[src/rtl/mem_arbiter_pkg.sv]
// Shared encodings and the latched-request record for the single-port memory arbiter.
// Imported by mem_arbiter and its starvation counter.
package mem_arbiter_pkg;

  localparam logic [1:0] ARB_IDLE = 2'd0;
  localparam logic [1:0] ARB_REQ  = 2'd1;
  localparam logic [1:0] ARB_WAIT = 2'd2;

  localparam logic OWN_IF = 1'b0;
  localparam logic OWN_LS = 1'b1;

  localparam int ARB_STARVE_MAX = 4;

  typedef struct packed {
    logic        owner;
    logic        we;
    logic [63:0] addr;
    logic [63:0] wdata;
    logic [7:0]  wmask;
  } arb_txn_t;

  // Instruction words are 32 bits; addr[2] picks the half of the 64-bit beat.
  function automatic logic [31:0] sel_word(input logic hi, input logic [63:0] data);
    return hi ? data[63:32] : data[31:0];
  endfunction

endpackage

[src/rtl/mem_arbiter_starve_cnt.sv]
// Saturating count of load/store grants taken while a fetch was waiting.
// limit tells the arbiter that fetch must win the next grant.
module arb_starve_cnt
  import mem_arbiter_pkg::*;
#(
  parameter int MAX = ARB_STARVE_MAX
) (
  input  logic clk,
  input  logic rst,
  input  logic inc,
  input  logic clr,
  output logic limit
);

  localparam logic [2:0] LIMIT = 3'(MAX);

  logic [2:0] r_cnt;

  // NOTE: sequential state uses non-blocking assignments only, so every flop
  // samples pre-edge values regardless of block evaluation order.
  always_ff @(posedge clk) begin
    if (rst) begin
      r_cnt <= '0;
    end else if (clr) begin
      r_cnt <= '0;
    end else if (inc && (r_cnt != LIMIT)) begin
      r_cnt <= r_cnt + 3'd1;
    end
  end

  assign limit = (r_cnt == LIMIT);

endmodule

[src/rtl/mem_arbiter.sv]
// Arbitrates one memory port between instruction fetch and load/store, one
// transaction at a time, with load/store priority bounded by a starvation limit.
module mem_arbiter
  import mem_arbiter_pkg::*;
#(
  parameter int STARVE_MAX = ARB_STARVE_MAX
) (
  input  logic        clk,
  input  logic        rst,

  input  logic        if_req_valid,
  output logic        if_req_ready,
  input  logic [63:0] if_addr,
  input  logic        if_kill,
  output logic        if_resp_valid,
  output logic [31:0] if_resp_data,

  input  logic        ls_req_valid,
  output logic        ls_req_ready,
  input  logic        ls_we,
  input  logic [63:0] ls_addr,
  input  logic [63:0] ls_wdata,
  input  logic [7:0]  ls_wmask,
  output logic        ls_resp_valid,
  output logic [63:0] ls_resp_data,

  output logic        mem_req_valid,
  input  logic        mem_req_ready,
  output logic        mem_we,
  output logic [63:0] mem_addr,
  output logic [63:0] mem_wdata,
  output logic [7:0]  mem_wmask,
  input  logic        mem_resp_valid,
  input  logic [63:0] mem_resp_data,

  output logic        busy
);

  logic [1:0] r_state;
  logic [1:0] w_state_nxt;
  arb_txn_t   r_txn;
  logic       r_killed;

  logic w_idle;
  logic w_limit;
  logic w_grant_if;
  logic w_grant_ls;
  logic w_resp_fire;
  logic w_if_owned;
  logic w_starve_inc;
  logic w_starve_clr;

  assign w_idle      = (r_state == ARB_IDLE);
  // At the limit a waiting fetch overrides load/store; otherwise LS has priority.
  assign w_grant_ls  = w_idle & ls_req_valid & ~(w_limit & if_req_valid);
  assign w_grant_if  = w_idle & if_req_valid & ~w_grant_ls;
  assign w_resp_fire = (r_state == ARB_WAIT) & mem_resp_valid;
  assign w_if_owned  = ~w_idle & (r_txn.owner == OWN_IF);

  assign w_starve_inc = w_grant_ls & if_req_valid;
  assign w_starve_clr = w_grant_if | (w_idle & ~if_req_valid);

  arb_starve_cnt #(
    .MAX(STARVE_MAX)
  ) u_starve_cnt (
    .clk  (clk),
    .rst  (rst),
    .inc  (w_starve_inc),
    .clr  (w_starve_clr),
    .limit(w_limit)
  );

  // NOTE: the next-state default comes first so no path through the case
  // leaves w_state_nxt unassigned, which would infer a latch.
  always_comb begin
    w_state_nxt = r_state;
    case (r_state)
      ARB_IDLE: if (w_grant_if | w_grant_ls) w_state_nxt = ARB_REQ;
      ARB_REQ:  if (mem_req_ready)           w_state_nxt = ARB_WAIT;
      ARB_WAIT: if (mem_resp_valid)          w_state_nxt = ARB_IDLE;
      default:                               w_state_nxt = ARB_IDLE;
    endcase
  end

  // NOTE: the latched request fields are reset as well, so mem_* outputs read
  // zero after reset instead of whatever the previous transaction left behind.
  always_ff @(posedge clk) begin
    if (rst) begin
      r_state  <= ARB_IDLE;
      r_txn    <= '0;
      r_killed <= 1'b0;
    end else begin
      r_state <= w_state_nxt;

      if (w_grant_ls) begin
        r_txn <= '{owner: OWN_LS, we: ls_we, addr: ls_addr, wdata: ls_wdata, wmask: ls_wmask};
      end else if (w_grant_if) begin
        r_txn <= '{owner: OWN_IF, we: 1'b0, addr: if_addr, wdata: '0, wmask: '0};
      end

      if (w_resp_fire) begin
        r_killed <= 1'b0;
      end else if (if_kill & (w_if_owned | w_grant_if)) begin
        r_killed <= 1'b1;
      end
    end
  end

  assign if_req_ready = w_grant_if;
  assign ls_req_ready = w_grant_ls;

  assign mem_req_valid = (r_state == ARB_REQ);
  assign mem_we        = r_txn.we;
  assign mem_addr      = r_txn.addr;
  assign mem_wdata     = r_txn.wdata;
  assign mem_wmask     = r_txn.wmask;

  // A kill arriving in the same cycle as the response still suppresses it.
  assign if_resp_valid = w_resp_fire & (r_txn.owner == OWN_IF) & ~r_killed & ~if_kill;
  assign if_resp_data  = sel_word(r_txn.addr[2], mem_resp_data);
  assign ls_resp_valid = w_resp_fire & (r_txn.owner == OWN_LS);
  assign ls_resp_data  = mem_resp_data;

  assign busy = ~w_idle;

endmodule

[config.mk]
export PLATFORM = sky130hd
export DESIGN_NAME = mem_arbiter
export DESIGN_NICKNAME = d
export VERILOG_FILES = /design/src/rtl/mem_arbiter_pkg.sv /design/src/rtl/mem_arbiter_starve_cnt.sv /design/src/rtl/mem_arbiter.sv
export SDC_FILE = /design/constraint.sdc
export NUM_CORES = 1
export LEC_CHECK = 0
export BUFFER_PORTS_ARGS = -buffer_cell sky130_fd_sc_hd__buf_2
export CAP_MARGIN = 40
export CORE_AREA = 2 2 197 199
export DETAILED_ROUTE_END_ITERATION = 6
export DIE_AREA = 0 0 199 201
export HOLD_SLACK_MARGIN = 0.03
export PLACE_DENSITY = 0.47
export SLEW_MARGIN = 20
export SYNTH_ARGS = -nofsm -noshare
export SYNTH_HDL_FRONTEND = slang
export SYNTH_SLANG_ARGS = --single-unit
export TNS_END_PERCENT = 30
[constraint.sdc]
create_clock -name clk -period 1.6 [get_ports clk]
set_input_delay 0.16 -clock clk [delete_from_list [all_inputs] [get_ports clk]]
set_output_delay 0.16 -clock clk [all_outputs]
set_load 0.05 [all_outputs]
Word level (Yosys, flattened, before mapping) --
Index checks and enable logic that the tools add are counted.
Storage, ports and cells: flip-flop bits (word level) 144, output and inout bits 239, logic and storage cells 53
Cells by class: add/sub/neg operators 1, equality and inequality tests 7, multiplexer cells 7, bitwise logic cells 24, reductions and logical operators 6
Operator list (count):
- 138-bit two-way mux | 2
- 32-bit two-way mux | 1
- 1-bit bitwise AND | 14
- 1-bit inverter | 7
- 2-bit two-way mux | 3
- 2-bit one-hot mux with 3 select lines | 1
- 2-bit by 1-bit inequality test with 1-bit output, second input constant | 2
- 2-bit OR reduction | 2
- 3-bit by 1-bit adder with 3-bit output, second input constant | 1
- 3-bit equality test, second input constant | 1
- 3-bit inequality test, second input constant | 1
- 1-bit OR | 3
- 3-bit AND reduction | 1
- 2-bit by 1-bit equality test with 1-bit output, second input constant | 1
- 2-bit equality test, second input constant | 1
- 2-bit logical NOT | 1
- 2-bit inequality test, second input constant | 1
- 2-bit nonzero test | 1
- 1-bit logical AND | 1

Logic depth before layout (Yosys ltp) --
Gate-level depths: netlist (run 1).
depth in word-level cells 9, mapped depth 7, gate-level depth less buffers 5

By module --
Synthesis (run 1) repeated with hierarchy kept, for this count alone.
Unflattened totals: cells, all modules 997, area, all modules 8105.3 µm²
By module, submodules not included:
- mem_arbiter | instances 1, cells an instance 979, area an instance 7917.6 µm², seq. area each 2822.7 µm²
- arb_starve_cnt | instances 1, cells an instance 18, area an instance 187.7 µm², seq. area each 60.1 µm²

Worst setup path after synthesis (run 1) --
OpenSTA, ideal clock, no wires.
kind flip-flop to output port, start register r_state[1], end output if_resp_valid, data arrival time 2.008 ns, data required time 1.440 ns, setup slack -0.568 ns, stages on the path, launching flop included 3, path buffers 0, cell sequence dfxtp_1 > nand3b_1 > nor4_1
On the way: word-level cells in the longest chain between the ends 5
Ends and longest elaborated chain:
- from (decl) | line mem_arbiter.sv:39 | logic [1:0] r_state;
- from (signal assigned) | line mem_arbiter.sv:93 | r_state <= w_state_nxt;
- 2-bit equality test | line mem_arbiter.sv:57 | assign w_resp_fire = (r_state == ARB_WAIT) & mem_resp_valid;
- 1-bit bitwise AND | line mem_arbiter.sv:57
- 1-bit bitwise AND (3 in a row) | line mem_arbiter.sv:119 | assign if_resp_valid = w_resp_fire & (r_txn.owner == OWN_IF) & ~r_killed & ~if_kill;
- to (decl) | line mem_arbiter.sv:15 | output logic if_resp_valid,
No other way between the ends.

Worst setup path in the final report (run 1) --
start register r_state[1], end output if_req_ready
On the way: word-level cells in the longest chain between the ends 5, elaborated cells on any way between the ends 6, those cells by class bitwise: 5; reduce/logical: 1
Ends and longest elaborated chain:
- 2-bit logical NOT * | line mem_arbiter.sv:53 | assign w_idle = (r_state == ARB_IDLE);
- 1-bit bitwise AND (2 in a row) | line mem_arbiter.sv:55 | assign w_grant_ls = w_idle & ls_req_valid & ~(w_limit & if_req_valid);
- 1-bit inverter | line mem_arbiter.sv:56 | assign w_grant_if = w_idle & if_req_valid & ~w_grant_ls;
- 1-bit bitwise AND * | line mem_arbiter.sv:56
- to (decl) | line mem_arbiter.sv:12 | output logic if_req_ready,
Mark *: on every way between the ends. The rest lies on a longest branch, timed or not.

==> results of run 1 <==
repair_timing:
action	4_1_cts	5_1_grt
hold endpoints to repair	140	0
gates cloned	3	9
pin swaps	17	41
hold buffers	204	0
resized for setup	140	96
setup buffers	13	9
endpoints found under the setup margin	71	135
logic make-up (layout without fill, tap and decap cells):
group                    Yosys count  after routing  synth area share
AO/OA/AOI/OAI                    350            350            0.2478
buffers and inverters            307            848            0.2452
AND/OR/NAND/NOR                  161            161            0.1026
flip-flops                       144            144            0.3567
multiplexers                      32             32           0.04458
adder cells (fa/ha/maj)            2              2          0.003095
other                              0              6                 0
sequential cells by signal, summed over array words and instances (netlist names):
name	count
mem_addr	64
r_killed	1
r_state	2
u_starve_cnt.r_cnt	3
mem_wmask	8
mem_we	1
r_txn	1
mem_wdata	64
cell usage after synthesis (5+ instances only):
master	count	area, sq um
buf_4	207	1554
dfxtp_1	144	2883
a21oi_1	143	715.7
nand3_1	139	695.7
o21ai_0	74	370.4
o21ai_1	65	325.3
a311oi_1	64	560.5
clkbuf_1	50	187.7
buf_2	42	210.2
mux2_2	32	360.4
inv_1	6	22.52
nor2_1	5	18.77
how the worst min path moves through the flow:
stage                              start                         to  slack, ns  depth (start not counted)
final                     mem_resp_valid    r_state[1]$_SDFFE_PP0P_       0.08                          4
after global routing      mem_resp_valid    r_state[1]$_SDFFE_PP0P_       0.05                          4
after CTS                 mem_resp_valid    r_state[1]$_SDFFE_PP0P_       0.05                          4
after detailed placement     ls_wdata[2]  mem_wdata[2]$_SDFFE_PP0P_       0.42                          3
after global placement             ls_we        mem_we$_SDFFE_PP0P_       0.41                          3
after floorplan              ls_wdata[0]  mem_wdata[0]$_SDFFE_PP0P_       0.31                          2
cell type report:
class,instances,area [sq um]
multi-input cells,545,3596
inverters,7,31.28
diodes,6,15.01
repair buffers,809,6262
fillers,3844,24090
clock inverters,14,133.9
clock buffers,18,439.2
flip-flops and latches,144,2894
well taps,518,648.1
critical path, cell delays in order (launching register included):
cell	delay (ns)
dfxtp_2	0.35
or3b_4	0.39
o211ai_1	0.26
inv_1	0.09
buf_6	0.16
metrics by stage:
stage          instances  hold slack, ns  area (sq um)  setup WS [ns]  utilization
2_1_floorplan        996          0.3077          8089        -0.2591            -
3_3_place_gp        1789          0.4122         10130       -0.03288       0.2657
3_5_place_dp        1789          0.4175         10130       -0.04271       0.2657
4_1_cts             2041         0.04827         13370        -0.3321       0.3509
5_1_grt             2061         0.05008         14020        -0.3493       0.3679
6_report            2061         0.08120         14020        -0.2578       0.3679
routing by layer:
metal,GRT usage,vias to the layer above,part of all wire
li1,-,4460,-
met1,0.2108,4531,0.38
met2,0.3327,493,0.51
met3,0.05040,84,0.076
met4,0.09728,0,0.039
met5,0,-,0
power breakdown:
| part | leakage [nW] | internal (W) | switching (W) |
|---|---|---|---|
| Clock | 0.276 | 0.00221 | 0.00181 |
| Combinational | 4.77 | 0.00210 | 0.00348 |
| Sequential | 1.19 | 0.00392 | 0.000186 |
| Total | 6.24 | 0.00823 | 0.00547 |
==> results.toml, run 1 <==
[routing]
totalWireLength_mm = 41.00
num_vias = 9568
dr.pass1.iters = 5
ant_nets = 0
drt_iter0_markers = 515
viasPerCell = 4.642
drc = 0
wl_per_cell_um = 19.89

[timing]
fin_crit_sh = 1.161
fin_skew_ns = 0.01045
final_hold_viol_count = 0
post-route-min-period_ns = 1.858
fin_setup_tns_ns = -4.083
slew_violations = 0
fmax_mhz = 538.3
rsz0062_at_grt = "yes"
relSlewSlack = 0.7286
setup_viol = 43
worst_slew_pin_slew_ns = 0.4099
setup_ws_ns = -0.2578

[worst_setup_path]
crit_type = "register to output pin"
r2r_cells = 8
r2r_setup_slack_ns = -0.03
crit_start = "r_state[1]$_SDFFE_PP0P_"
critical_path_required_ns = 1.44
cp-start-kind = "register"
reg2reg_to = "mem_addr[44]$_SDFFE_PP0P_"
worst_ep_arrival_time_ns = 1.70
path_max_fanout = 4
endpoint = "if_req_ready"
cp-end-kind = "output pin"
r2r_start = "u_starve_cnt.r_cnt[0]$_SDFFE_PP0P_"

[layout]
most-common-layout-cells = "buf_2 (470), dlygate4sd3_1 (204), dfxtp_1 (139), a21oi_1 (138), nand3_1 (134)"
fin_nets = 1798
drive_above_1_share = 0.4717
final_common_cell = "buf_2"
syn2layout_area_growth_pct = 73.45

[clock_tree]
cts_buffers = 17
clk_path_buf_depth = 2
htree_levels = 4
insertion_delay_ns = 0.44
root_buffer = "clkbuf_16"
cts_tree = "built"
clock-sinks = 144
clkTransAtPathRegs_ns = 0.06

[grt]
grtUsageTotal = 0.1904
grt_remaining_overflow = 0
grt_max_degree = 66
antenna_found_initial = 8
grt_pass1_wl_mm = 57.62
grt_pass1_vias = 9592

[die]
core_area_sq_um = 38110
die-area_sq_um = 40000
rows = 72
start_util = 0.2121
ios = 511
die_x_um = 199
fp.dieH_um = 201

[yosys]
synth_cells = 996
synth-seq-cells = 144
ys_async_sr_fraction = 0
yosysWarnings = 0
synthesis.nets = 1270
netlist-cell-type-count = 29
synth_enable_flop_cells = 0
syn_area_per_cell_sq_um = 8.115
syn_area_sq_um = 8083
synthFlopType = "dfxtp_1"
ys_seq_area_frac = 0.3567

[pwr]
cellPowerDensity_nw_per_um2 = 977.4
peakVddDrop_mv = 0.7336
p_total_w = 0.01370
leakagePower_nw = 6.235

[status]
failed_checks = "setup timing"
status = "finished, violations left"

[placed_design]
port_buffers = 510
place_hpwl_mm = 27.62
gp_congestion = 0.8071

[hold_path]
hold_class = "input port to register"

[flow_run]
drv_cap = 0
Note: power is estimated with default switching activity, not from simulation.
==> inputs of run 2 (changes only) <==
--- a/config.mk
+++ b/config.mk
@@ -12,6 +12,7 @@
 export DIE_AREA = 0 0 199 201
 export HOLD_SLACK_MARGIN = 0.03
 export PLACE_DENSITY = 0.47
+export RECOVER_POWER = 100
 export SLEW_MARGIN = 20
 export SYNTH_ARGS = -nofsm -noshare
 export SYNTH_HDL_FRONTEND = slang
==> run 2 against run 1 <==
The run still ends with setup timing left; sequential share of layout area is 0.31 points higher; global-route usage unchanged; cell area decreased by 1.6%; sequential power is essentially flat; worst setup slack gained 0.00072 ns; combinational power is 2% lower; largest power group unchanged.
==> results.toml, run 2 (same netlist as run 1, synthesis figures left out) <==
[die]
die_x_um = 199
rows = 72
fp.dieH_um = 201
ios = 511
core_area_sq_um = 38110
start_util = 0.2121
die-area_sq_um = 40000

[placed_design]
place_area_sq_um = 10130
place_hpwl_mm = 27.62
gp_congestion = 0.8071
dp_slack_ns = -0.04271
port_buffers = 510

[timing]
setup_ws_ns = -0.2571
fmax_mhz = 538.5
fin_skew_ns = 0.01059
setup_viol = 119
rsz0062_at_grt = "yes"
slew_violations = 0
worst_slew_pin_slew_ns = 0.9887
fin_crit_sh = 1.161
post-route-min-period_ns = 1.857
relSlewSlack = 0.3437
final_hold_viol_count = 0

[pwr]
p_total_w = 0.01362
cellPowerDensity_nw_per_um2 = 986.6
peakVddDrop_mv = 0.7329
leakagePower_nw = 5.659

[routing]
drt_iter0_markers = 553
ant_nets = 0
totalWireLength_mm = 41.07
viasPerCell = 4.646
drc = 0
dr.pass1.iters = 7
num_vias = 9576
wl_per_cell_um = 19.93

[worst_setup_path]
cp-end-kind = "output pin"
r2r_start = "r_state[1]$_SDFFE_PP0P_"
path_delay_family = "simple AND/OR/NAND/NOR gates"
slowest_stage = "or3b_4"
critical_path_required_ns = 1.44
r2r_setup_slack_ns = -0.08
worst_ep_arrival_time_ns = 1.70
worstPathCellList = "or3b_4, o211ai_1, inv_1, buf_6"
cp-start-kind = "register"
crit_type = "register to output pin"
path_max_fanout = 4
reg2reg_to = "mem_wdata[12]$_SDFFE_PP0P_"
path_buf_inv = 2
worst_path_largest_cell_delay_ns = 0.39
r2r_cells = 8

[flow_run]
drv_cap = 0

[status]
status = "finished, violations left"
failed_checks = "setup timing"

[hold_path]
hp-start = "mem_resp_valid"
hold_class = "input port to register"
holdPathEnd = "r_state[1]$_SDFFE_PP0P_"
hold_depth = 4

[layout]
drive_above_1_share = 0.3682
stdcell_area_sq_um = 13800
fill_cells = 3960
final_common_cell = "buf_2"
fin_nets = 1798
syn2layout_area_growth_pct = 70.73
most-common-layout-cells = "buf_2 (270), dlygate4sd3_1 (204), clkbuf_1 (159), dfxtp_1 (139), a21oi_1 (138)"

[grt]
grt_pass1_vias = 9592
grt_pass1_wl_mm = 57.62
antenna_found_initial = 8
grtUsageTotal = 0.1904
grt_remaining_overflow = 0
grt_max_degree = 66

[clock_tree]
clk_path_buf_depth = 2
insertion_delay_ns = 0.44
root_buffer = "clkbuf_16"
clkTransAtPathRegs_ns = 0.06
cts_buffers = 17
cts_tree = "built"
htree_levels = 4
clock-sinks = 144
==> run 2: changes by cell type in the layout (fill, tap and decap cells not counted), sizes merged <==
cell / previous run / this run
buf: 595 / 391
clkbuf: 28 / 232
==> run 2: final cells by class <==
type,instances,area [sq um],share of cell area
multi-input cells,545,3596,0.2606
flip-flops and latches,144,2892,0.2095
inverters,7,28.78,0.002085
clock buffers,18,439.2,0.03183
well taps,518,648.1,0.04697
clock inverters,14,133.9,0.009702
diodes,6,15.01,0.001088
repair buffers,809,6047,0.4382
==> run 2: stage by stage <==
step | TNS (ns) | cells | utilization | hold slack (ns)
finish | -7.134 | 2061 | 0.3621 | 0.07998
global route | -19.73 | 2061 | 0.3621 | 0.05008
CTS | -6.383 | 2041 | 0.3509 | 0.04827
detailed placement | -0.4806 | 1789 | 0.2657 | 0.4175
global placement | -0.03710 | 1789 | 0.2657 | 0.4122
floorplan | -0.3625 | 996 | - | 0.3077
==> run 2: worst max path at each step <==
stage | start | to | cells past startpoint
after floorplan | u_starve_cnt.r_cnt[0]$_SDFFE_PP0P_ | ls_req_ready | 7
after global routing | r_state[1]$_SDFFE_PP0P_ | if_req_ready | 4
after detailed placement | u_starve_cnt.r_cnt[0]$_SDFFE_PP0P_ | mem_addr[32]$_SDFFE_PP0P_ | 7
final | r_state[1]$_SDFFE_PP0P_ | if_req_ready | 4
after global placement | u_starve_cnt.r_cnt[0]$_SDFFE_PP0P_ | if_req_ready | 6
after CTS | r_state[0]$_SDFFE_PP0P_ | if_req_ready | 4
==> run 2: power breakdown <==
| group | internal (W) | switching (W) | leakage, nW |
|---|---|---|---|
| combinational | 0.00200 | 0.00348 | 4.19 |
| clock | 0.00221 | 0.00181 | 0.276 |
| sequential | 0.00392 | 0.000195 | 1.19 |
| total | 0.00813 | 0.00548 | 5.66 |
==> run 2: metal layers <==
metal  share of wire  track usage
met2            0.51       0.3327
met4           0.040      0.09728
met3           0.073      0.05040
met5               0            0
met1            0.38       0.2108
==> run 2: repair_timing <==
| action | CTS | global route |
|---|---|---|
| endpoints found under the setup margin | 71 | 135 |
| gates cloned | 3 | 9 |
| pin swaps | 17 | 41 |
| resized for setup | 140 | 96 |
| hold endpoints to repair | 140 | 0 |
| buffers inserted | 13 | 9 |
| hold buffers | 204 | 0 |
==> run 2: tightest hold or removal path, cell delays in order <==
cell	delay [ns]
buf_2	0.09
nor2_1	0.04
a22oi_1	0.13
nor2_1	0.05
==> inputs of run 3 (changes only) <==
--- a/config.mk
+++ b/config.mk
@@ -5,14 +5,16 @@
 export SDC_FILE = /design/constraint.sdc
 export NUM_CORES = 1
 export LEC_CHECK = 0
-export BUFFER_PORTS_ARGS = -buffer_cell sky130_fd_sc_hd__buf_2
+export BUFFER_PORTS_ARGS = -buffer_cell sky130_fd_sc_hd__buf_4
 export CAP_MARGIN = 40
 export CORE_AREA = 2 2 197 199
 export DETAILED_ROUTE_END_ITERATION = 6
 export DIE_AREA = 0 0 199 201
+export GPL_TIMING_DRIVEN = 0
 export HOLD_SLACK_MARGIN = 0.03
 export PLACE_DENSITY = 0.47
 export RECOVER_POWER = 100
+export SKIP_LAST_GASP = 1
 export SLEW_MARGIN = 20
 export SYNTH_ARGS = -nofsm -noshare
 export SYNTH_HDL_FRONTEND = slang
==> run 3 against run 2 <==
The run still ends with setup timing left; critical path depth is 4 higher; combinational power increased by 8.4%; utilization is 4.1 points higher; die area unchanged; hold slack got worse by 0.032 ns; clock skew grew 0.0016 ns; via count rose by 5.9%; global-route usage increased by 2.6 points; clock power up 5.2%; total power up 5.0%; worst setup slack worse by 0.13 ns; largest power group unchanged.
==> results.toml, run 3 (same netlist as run 1, synthesis figures left out) <==
[worst_setup_path]
worstPathCellList = "inv_2, ha_4, nand3_1, clkbuf_8, clkbuf_4, nand2_2, inv_1, buf_6"
path_buf_inv = 5
critical_path_required_ns = 1.44
slowest_stage = "dfxtp_2"
cp-start-kind = "register"
crit_type = "register to output pin"
cp-end-kind = "output pin"
path_delay_family = "buffers and inverters"
worst_path_largest_cell_delay_ns = 0.34
path_max_fanout = 10
worst_ep_arrival_time_ns = 1.83

[timing]
worst_slew_pin_slew_ns = 0.8909
fin_skew_ns = 0.01224
relSlewSlack = 0.4086
setup_ws_ns = -0.3892
setup_viol = 115
post-route-min-period_ns = 1.989
fmax_mhz = 502.7
final_hold_viol_count = 0
slew_violations = 0
fin_crit_sh = 1.243
rsz0062_at_grt = "yes"
fin_hold_ws_ns = 0.04821

[die]
rows = 72
core_area_sq_um = 38110
ios = 511
die_x_um = 199
start_util = 0.2121
fp.dieH_um = 201
die-area_sq_um = 40000

[clock_tree]
clkTransAtPathRegs_ns = 0.06
htree_levels = 4
clk_path_buf_depth = 2
clock-sinks = 144
cts_tree = "built"
cts_buffers = 17
root_buffer = "clkbuf_16"
insertion_delay_ns = 0.45

[grt]
grtUsageTotal = 0.2164
grt_pass1_vias = 10310
grt_pass1_wl_mm = 64.49
grt_max_degree = 17
grt_remaining_overflow = 0
antenna_found_initial = 3

[routing]
dr.pass1.iters = 5
wl_per_cell_um = 19.78
ant_nets = 0
num_vias = 10140
totalWireLength_mm = 45.05
drt_iter0_markers = 457
viasPerCell = 4.453
drc = 0

[layout]
fin_nets = 2019
stdcell_area_sq_um = 15360
drive_above_1_share = 0.4673
final_common_cell = "buf_4"
most-common-layout-cells = "buf_4 (511), dlygate4sd3_1 (190), clkbuf_2 (146), a21oi_1 (143)"
syn2layout_area_growth_pct = 89.98

[placed_design]
port_buffers = 509
gp_congestion = 0.8262
place_area_sq_um = 12580
dp_slack_ns = -0.8531
place_hpwl_mm = 33.75

[pwr]
cellPowerDensity_nw_per_um2 = 930.8
peakVddDrop_mv = 0.7914
leakagePower_nw = 6.951

[flow_run]
drv_cap = 0

[status]
status = "finished, violations left"
failed_checks = "setup timing"

[hold_path]
hold_class = "input port to register"
==> run 3: cell count changes in the layout (fill, tap and decap cells not counted), moves of 18 or more <==
cell      before  now
clkbuf_1     159  101
buf_12        27    6
clkbuf_2      42  146
buf_2        270   19
buf_4         43  511
a311oi_2      20    2
a311oi_1      44   62
==> run 3: layout make-up <==
type / count / area, sq um
inverters: 7 / 38.79
diodes: 3 / 7.507
flip-flops and latches: 144 / 2897
multi-input cells: 545 / 3347
clock inverters: 9 / 133.9
repair buffers: 731 / 5653
fillers: 4013 / 22750
well taps: 518 / 648.1
plain buffers: 299 / 2177
clock buffers: 22 / 454.2
==> run 3: worst reg2reg max path, stage by stage (launching register included) <==
cell and delay [ns]:
dfxtp_2 0.34, inv_2 0.05, ha_4 0.16, nand3_1 0.13
buf_4 0.22, buf_6 0.18, buf_4 0.21, nand3_1 0.10
a311oi_1 0.27
==> run 3: power breakdown <==
part	internal, W	switching, W	total [W]
sequential	0.00392	0.000196	0.00412
combinational	0.00243	0.00353	0.00595
clock	0.00249	0.00173	0.00422
==> run 3: worst paths after layout <==
check,end,slack [ns],cells past startpoint,from
worst max register to register,mem_addr[14]$_SDFFE_PP0P_,-0.14,8,u_starve_cnt.r_cnt[0]$_SDFFE_PP0P_
worst min register to register,mem_wdata[44]$_SDFFE_PP0P_,0.48,2,mem_wdata[44]$_SDFFE_PP0P_
worst min-delay path,mem_addr[2]$_SDFFE_PP0P_,0.05,3,ls_addr[2]
worst max-delay path,ls_req_ready,-0.39,8,u_starve_cnt.r_cnt[0]$_SDFFE_PP0P_
==> run 3: routing by layer <==
layer | GRT usage | vias to the layer above | wire length (um)
li1 | - | 4898 | -
met1 | 0.2372 | 4825 | 17500
met2 | 0.3984 | 376 | 23620
met3 | 0.05847 | 44 | 2943
met4 | 0.07170 | 0 | 983
met5 | 0 | - | 0
==> run 3: timing repair <==
action / CTS / global route
pin swaps: 4 / 2
gates resized for setup: 99 / 86
endpoints found under the hold margin: 137 / 0
setup endpoints to repair: 181 / 174
hold buffers: 190 / 0
gates cloned: 0 / 2
setup buffers: 26 / 2
==> run 3: through the flow <==
stage / setup TNS, ns / power (W) / util / instances
floorplan: -0.3625 / 0.007642 / - / 996
global route: -21.82 / 0.01492 / 0.4030 / 2278
detailed placement: -87.34 / 0.009583 / 0.3301 / 2025
global placement: -104.49 / 0.009573 / 0.3296 / 2023
finish: -7.886 / 0.01429 / 0.4030 / 2278
CTS: -11.92 / 0.01449 / 0.4092 / 2271
